File: src/rtl/reg_share_arbiter.sv
// Round-robin arbiter granting N requesters write access to one shared W-bit register,
// with an optional cool-down gap after each grant.
module reg_share_arbiter #(
  parameter int N   = 4,
  parameter int W   = 8,
  parameter int GAP = 0
) (
  input  logic                                   clk,
  input  logic                                   rst,
  input  logic [N-1:0]                           req,
  input  logic [N*W-1:0]                         wdata,
  output logic [N-1:0]                           gnt,
  output logic [W-1:0]                           q,
  output logic                                   upd,
  output logic [((N > 1) ? $clog2(N) : 1)-1:0]   owner,
  output logic                                   busy
);

  localparam int IW = (N > 1) ? $clog2(N) : 1;

  typedef enum logic [1:0] {
    IDLE  = 2'd0,
    GRANT = 2'd1,
    COOL  = 2'd2
  } state_t;

  state_t        state_r, next_state_s;
  logic [3:0]    cnt_r, cnt_nxt_s;
  logic [IW-1:0] ptr_r, win_s;
  logic          load_s;

  // First set request bit at or after p, wrapping modulo N.
  function automatic logic [IW-1:0] rr_pick(input logic [N-1:0] r, input logic [IW-1:0] p);
    logic [IW-1:0] w;
    int            idx;
    w = {IW{1'b0}};
    for (int i = N - 1; i >= 0; i--) begin
      idx = (int'(p) + i) % N;
      if (r[idx]) begin
        w = IW'(idx);
      end else begin
        w = w;
      end
    end
    return w;
  endfunction

  assign win_s = rr_pick(req, ptr_r);

  // Next-state, cool-down counter and load decision.
  always_comb begin
    next_state_s = state_r;
    cnt_nxt_s    = cnt_r;
    load_s       = 1'b0;
    case (state_r)
      IDLE: begin
        if (req != {N{1'b0}}) begin
          load_s       = 1'b1;
          next_state_s = GRANT;
        end else begin
          next_state_s = IDLE;
        end
      end
      GRANT: begin
        if (GAP > 0) begin
          next_state_s = COOL;
          cnt_nxt_s    = 4'(GAP - 1);
        end else begin
          next_state_s = IDLE;
        end
      end
      COOL: begin
        if (cnt_r == 4'd0) begin
          next_state_s = IDLE;
        end else begin
          cnt_nxt_s = cnt_r - 4'd1;
        end
      end
      default: begin
        next_state_s = IDLE;
        cnt_nxt_s    = 4'd0;
      end
    endcase
  end

  // State, pointer and registered outputs; reset wins over any pending grant or cool-down.
  always_ff @(posedge clk) begin
    if (rst) begin
      state_r <= IDLE;
      cnt_r   <= 4'd0;
      ptr_r   <= {IW{1'b0}};
      gnt     <= {N{1'b0}};
      q       <= {W{1'b0}};
      upd     <= 1'b0;
      owner   <= {IW{1'b0}};
      busy    <= 1'b0;
    end else begin
      state_r <= next_state_s;
      cnt_r   <= cnt_nxt_s;
      busy    <= (next_state_s != IDLE);
      if (load_s) begin
        q     <= wdata[win_s*W +: W];
        gnt   <= {{(N-1){1'b0}}, 1'b1} << win_s;
        upd   <= 1'b1;
        owner <= win_s;
        ptr_r <= (win_s == IW'(N - 1)) ? {IW{1'b0}} : win_s + IW'(1);
      end else begin
        gnt   <= {N{1'b0}};
        upd   <= 1'b0;
      end
    end
  end

endmodule

File: config.mk
export PLATFORM = sky130hd
export DESIGN_NAME = reg_share_arbiter
export DESIGN_NICKNAME = d
export VERILOG_FILES = /design/src/rtl/reg_share_arbiter.sv
export SDC_FILE = /design/constraint.sdc
export NUM_CORES = 1
export LEC_CHECK = 0
export ABC_AREA = 1
export BUFFER_PORTS_ARGS = -buffer_cell sky130_fd_sc_hd__buf_4
export CAP_MARGIN = 20
export CORE_ASPECT_RATIO = 0.8
export CORE_MARGIN = 4
export CORE_UTILIZATION = 47
export DETAILED_ROUTE_END_ITERATION = 8
export PLACE_DENSITY = 0.78
export REMOVE_ABC_BUFFERS = 1
export SYNTH_ARGS = -nofsm -noshare
export SYNTH_HDL_FRONTEND = slang
export SYNTH_SLANG_ARGS = --single-unit
export TNS_END_PERCENT = 1
File: constraint.sdc
create_clock -name clk -period 2.1 [get_ports clk]
set_input_delay 0.315 -clock clk [delete_from_list [all_inputs] [get_ports clk]]
set_output_delay 0.315 -clock clk [all_outputs]
set_load 0.01 [all_outputs]
==> impl_results.md, run 1 <==
- Status: completed
- Tot GR Track Use: 19.5%
- Hold Path Class: in2reg
- Area occupied by registers: 482 µm²
- Sum of buffers and inverters on the critical path: 1
- Die Y: 55.6 µm
- Worst endpoint required time: 2.38 ns
- CP max stage cell: dfxtp_2
- Worst Setup Path Type: reg2reg
- Syn. warnings: 0
- Via/cell ratio: 4.96
- Synthesized area: 1330 µm²
- Core Util, Final: 68.9%
- Register bit count reported by yosys: 24
- Setup crit end kind: flop
- # hold bufs at CTS: 0
- Slew @ Worst Pin: 0.470 ns
- CTS buffer count: 3
- Fin nets: 287
- Initial Utilization: 51.6%
- Post-Synth Simple-Gate Area: 47.3%
- Flop-to-flop setup slack: 0.30 ns
- Ports: 54
- Detailed Route Iter0 Violations: 89
- Leak: 0.000937 µW
- CTS clk-pin slew, worst paths: 0.14 ns
- PwrDens: 1290 nW/µm²
- DIE WIDTH: 67.5 µm
- DRC: 0
- Clk_lat worst skew: 0.32 ns
- Max-cap viol count: 0
- Antenna cell count: 0
- CTS HTree Levels: 1
- Clock Tree Root: clkbuf_4
- # fillers: 238
- Multiplexer area fraction after synthesis: 0%
- Multi-input logic area: 717 µm²
- DPL Wire Length: 2620 µm
- Routed WL: 3390 µm
- CTS tree: built
- Synthesized area per cell: 6.83 µm²
- Post-Synth Adder-Cell Area: 0.939%
- Startpoint type of the worst setup path: flop
- Global-route wire length before repair: 5830 µm
- Via count: 1,404
- Antenna violations before repair: 0
- Syn Inst Count: 195
- Vias in the first global route: 1,317
- Clock Sink Count: 24
- Fmax: 0.556 GHz
- GRT overflow: 0
- Worst Path Arrival: 2.07 ns
- Cell-by-cell trace of the critical path: inv_1 -> nand2_1 -> nand3_1 -> nand2_1 -> nand3_4 -> nand2_2 -> nand2_4 -> nand2_4 -> nand2_1 -> nand3_1 -> nand3_1 -> nand2_1
- I/O Buffers: 53
- Largest family of logic cells by synthesized area: simple AND/OR/NAND/NOR gates
- Most used cell, CP: nand2_1
- Worst vdd rail ir drop: 0.780 mV
- # Post-CTS Setup Buffers: 0
- Final slew viol count: 0
- Post-route ant nets: 0
- Global placement routability congestion: 0.837
- Crit-path max cell delay: 0.47 ns
- WL per Instance: 12.0 µm
- Final hold viol count: 0
- Setup tns final: 0 ns
- Clock Path Buffers: 2
- Complex-gate fraction of the synthesized area: 4.88%
- Minimum clock period after layout: 1.80 ns
- Netlist cell types: 24
- Family with the most delay on the worst path: simple AND/OR/NAND/NOR gates
- Row cnt: 16
- DIE AREA: 3760 µm²
- Worst Path Max Fanout: 20
- Pre-antenna DRT Iters: 4
- Area Growth Syn to Fin: 33.6%
- Unrepaired setup endpoints after global routing: no
- Post-synthesis xor/xnor area fraction: 0.657%
- Layout cells sized above 1: 30.0%
- Final period util: 85.7%
- Post-synthesis sequential area ratio: 36.1%
- Setup Skew: 0.00249 ns
- Core box area: 2580 µm²
- Slew HR: 68.5%
- Final setup vio count: 0
- Pin count of the biggest net entering global routing: 21
- Post_cts resized: 0
==> metal layers <==
| metal | share of wire, % | vias up | global-route usage, % |
|---|---|---|---|
| li1 | - | 740 | - |
| met3 | 7.7 | 2 | 5.66 |
| met2 | 44 | 56 | 29.5 |
| met1 | 48 | 606 | 27.8 |
| met5 | 0 | - | 0 |
| met4 | 0.38 | 0 | 2.60 |
==> layout by cell type (no fill, tap or decap), drive strengths merged <==
master  count
clkbuf      3
inv        17
o32ai       1
nor3        3
nand3      48
nand2      74
buf        56
bufinv      1
ha          1
a21oi       1
xnor2       1
a221oi      1
dfxtp      24
o21ai       7
a21boi      1
nand4       2
nor4        1
nor2        5
==> synthesized netlist by cell type (all sizes together) <==
| master | number | share of area (%) |
|---|---|---|
| o21ai | 7 | 2.6 |
| xnor2 | 1 | 0.66 |
| nand2 | 74 | 23 |
| a21boi | 1 | 0.56 |
| nor2 | 5 | 1.4 |
| dfxtp | 24 | 36 |
| o32ai | 1 | 0.66 |
| nor3 | 3 | 1.1 |
| ha | 1 | 0.94 |
| nand4 | 2 | 0.94 |
| nand3 | 48 | 21 |
| buf | 7 | 5.1 |
| clkbuf | 1 | 0.28 |
| a21oi | 1 | 0.38 |
| a221oi | 1 | 0.66 |
| nor4 | 1 | 0.47 |
| inv | 17 | 4.8 |
==> layout make-up <==
cell class	instances	area share, %
clock buffer	3	1.26
tap	36	2.53
inverter	17	3.58
multi-input combinational	146	40.3
clock inverter	1	1.69
sequential	24	27.1
timing repair buffer	56	23.6
==> kinds of logic after synthesis <==
group	count (synthesis)
buffers and inverters	25
AOI/OAI and AO/OA	11
adders and majority gates	1
xor gates and xnor gates	1
DFF	24
and+or+nand+nor	133
==> flip-flops by register name (all words and copies together), names as in the netlist <==
name,cells
owner,2
gnt,4
q,8
upd,1
state_r,2
ptr_r,2
busy,1
cnt_r,4
==> final timing paths <==
check,cells past startpoint,start,endpoint
max,12,ptr_r[0]$_SDFFE_PP0N_,q[0]$_SDFFE_PP0N_
min,2,rst,gnt[1]$_SDFF_PP0_
max reg2reg,12,ptr_r[0]$_SDFFE_PP0N_,q[0]$_SDFFE_PP0N_
min reg2reg,2,q[2]$_SDFFE_PP0N_,q[2]$_SDFFE_PP0N_
==> stage by stage <==
stage	hold slack (ns)	setup WS, ns	cell area (µm²)	power (µW)	std cells
2_1_floorplan	0.387	0.353	1260	1560	187
3_3_place_gp	0.443	0.216	1730	1960	279
3_5_place_dp	0.445	0.177	1730	1970	279
4_1_cts	0.163	0.130	1780	2310	283
5_1_grt	0.154	0.0947	1780	2510	283
6_report	0.173	0.301	1780	2300	283
==> where the power goes <==
| part | internal (µW) | leakage (µW) | switching [µW] |
|---|---|---|---|
| logic | 510 | 0.000711 | 784 |
| clock network | 193 | 0.0000279 | 144 |
| registers | 581 | 0.000198 | 89.7 |
(Power assumes the default switching activity.)
==> run 2, diff against run 1 <==
--- a/config.mk
+++ b/config.mk
@@ -6,13 +6,13 @@
 export NUM_CORES = 1
 export LEC_CHECK = 0
 export ABC_AREA = 1
-export BUFFER_PORTS_ARGS = -buffer_cell sky130_fd_sc_hd__buf_4
-export CAP_MARGIN = 20
+export CAP_MARGIN = 25
 export CORE_ASPECT_RATIO = 0.8
 export CORE_MARGIN = 4
-export CORE_UTILIZATION = 47
+export CORE_UTILIZATION = 55
 export DETAILED_ROUTE_END_ITERATION = 8
-export PLACE_DENSITY = 0.78
+export DONT_BUFFER_PORTS = 1
+export PLACE_DENSITY = 0.7
 export REMOVE_ABC_BUFFERS = 1
 export SYNTH_ARGS = -nofsm -noshare
 export SYNTH_HDL_FRONTEND = slang
==> impl_results.md, run 2 (synthesized netlist as in run 1, its figures left out) <==
- Leak: 0.000675 µW (-28%)
- Setup Skew: 0.00435 ns (+0.00187 ns)
- Row cnt: 15 (-1)
- Startpoint type of the worst setup path: flop
- Clock Tree Root: clkbuf_4
- Worst Setup Path Type: reg2reg
- Initial Utilization: 59.7% (+8.1 points)
- Slew HR: 67.5% (-0.93 points)
- Global placement routability congestion: 0.920 (+9.9%)
- DPL Wire Length: 2300 µm (-12%)
- Most flops, register: q
- Max-cap viol count: 0 (unchanged)
- Core box area: 2230 µm² (-14%)
- Crit-path max cell delay: 0.43 ns (-0.04 ns)
- CP max stage cell: dfxtp_1
- PwrDens: 1540 nW/µm² (+19%)
- DIE WIDTH: 63.0 µm (-6.7%)
- # Post-CTS Setup Buffers: 0 (unchanged)
- Post-route ant nets: 0 (unchanged)
- Status: completed
- Clock Sink Count: 24 (unchanged)
- WL per Instance: 13.4 µm (+12%)
- Post_cts resized: 0 (unchanged)
- Hold Path Class: in2reg
- Clk_lat worst skew: 0.32 ns (about the same)
- CTS buffer count: 3 (unchanged)
- Layout cells sized above 1: 10.3% (-20 points)
- Cell-by-cell trace of the critical path: buf_4 -> nand2_1 -> nand3_1 -> nand2_1 -> nand3_4 -> nand2_2 -> nand2_4 -> nand2_4 -> nand2_1 -> nand3_1 -> nand3_1 -> nand2_1
- Commonest non-fill, non-tap cells in the layout: nand2_1 (68), nand3_1 (44), dfxtp_1 (24), inv_1 (14)
- Tot GR Track Use: 17.8% (-1.7 points)
- Ports: 54 (unchanged)
- Final setup vio count: 0 (unchanged)
- Most used cell, CP: nand2_1
- Clock Path Buffers: 2 (unchanged)
- Final hold viol count: 0 (unchanged)
- Global-route wire length before repair: 4630 µm (-21%)
- Area after DPL: 1320 µm² (-24%)
- Pwr Total: 2110 µW (-8.3%)
- Worst Path Max Fanout: 20 (unchanged)
- Final slew viol count: 0 (unchanged)
- Finished Cell Area: 1370 µm² (-23%)
- Die Y: 52.0 µm (-6.5%)
- Vias in the first global route: 1,080 (-18%)
- Area Growth Syn to Fin: 2.63%
- Worst endpoint required time: 2.33 ns (-0.05 ns)
- Worst vdd rail ir drop: 0.916 mV (+17%)
- Setup tns final: 0 ns (unchanged)
- Via count: 1,239 (-12%)
- Slew @ Worst Pin: 0.483 ns (+0.0139 ns)
- Setup crit end kind: flop
- Detailed Route Iter0 Violations: 25 (-72%)
- I/O Buffers: 0 (-100%)
- Final period util: 85.7% (about the same)
- Fin nets: 234 (-18%)
- Minimum clock period after layout: 1.80 ns (+0.00155 ns)
- Via/cell ratio: 5.66 (+14%)
- CTS HTree Levels: 1 (unchanged)
- Hold slack: 0.0442 ns (-0.128 ns)
- GRT overflow: 0 (unchanged)
- Biggest regs: q (8), cnt_r (4), gnt (4)
- CTS tree: built
- Flop-to-flop setup slack: 0.30 ns (about the same)
- # hold bufs at CTS: 0 (unchanged)
- Pin count of the biggest net entering global routing: 21 (unchanged)
- Unrepaired setup endpoints after global routing: no
- Fmax: 0.555 GHz (about the same)
- DRC: 0 (unchanged)
- Worst Path Arrival: 2.03 ns (-0.04 ns)
- Commonest non-fill, non-tap cell in the layout: nand2_1
- Routed WL: 2940 µm (-13%)
- Core Util, Final: 61.2% (-7.7 points)
- DIE AREA: 3280 µm² (-13%)
- Antenna violations before repair: 0 (unchanged)
- Antenna cell count: 0 (unchanged)
- Pre-antenna DRT Iters: 4 (unchanged)
- Largest register FFs: 8 (unchanged)
- CTS clk-pin slew, worst paths: 0.13 ns (about the same)
## run 2: layout make-up
type | instances | area [µm²]
fillers | 221 | 866
multi-input cells | 146 | 717
flip-flops and latches | 24 | 480
inverters | 17 | 63.8
well taps | 25 | 31.3
clock inverters | 1 | 30.0
clock buffers | 3 | 22.5
repair buffers | 3 | 22.5
## run 2: worst paths after layout
path / startpoint / end / depth (start not counted)
worst max-delay path: ptr_r[0]$_SDFFE_PP0N_ / q[2]$_SDFFE_PP0N_ / 12
worst min-delay path: rst / gnt[1]$_SDFF_PP0_ / 1
worst max register to register: ptr_r[0]$_SDFFE_PP0N_ / q[2]$_SDFFE_PP0N_ / 12
worst min register to register: cnt_r[0]$_SDFFE_PP0P_ / cnt_r[0]$_SDFFE_PP0P_ / 1
## run 2: critical path, delay by kind of cell, from the launching register on
family,cells,cell delay [ns]
simple gates,11,1.09
flops,1,0.43
buf+inv,1,0.18
## run 2: per-stage QoR
step           cells  setup slack, ns
2_1_floorplan    187            0.353
3_3_place_gp     215            0.397
3_5_place_dp     215            0.325
4_1_cts          219            0.294
5_1_grt          219            0.107
6_report         219            0.300
## run 2: per-layer routing
layer  share of wire (%)  track usage (%)
met4                0.71             5.13
met3                 7.6             6.26
met5                   0                0
met2                  47             29.6
met1                  45             21.8
## run 2: where the power goes
| part | internal, µW | switching, µW |
|---|---|---|
| Clock | 193 | 139 |
| Combinational | 355 | 698 |
| Sequential | 581 | 145 |
| Total | 1130 | 982 |
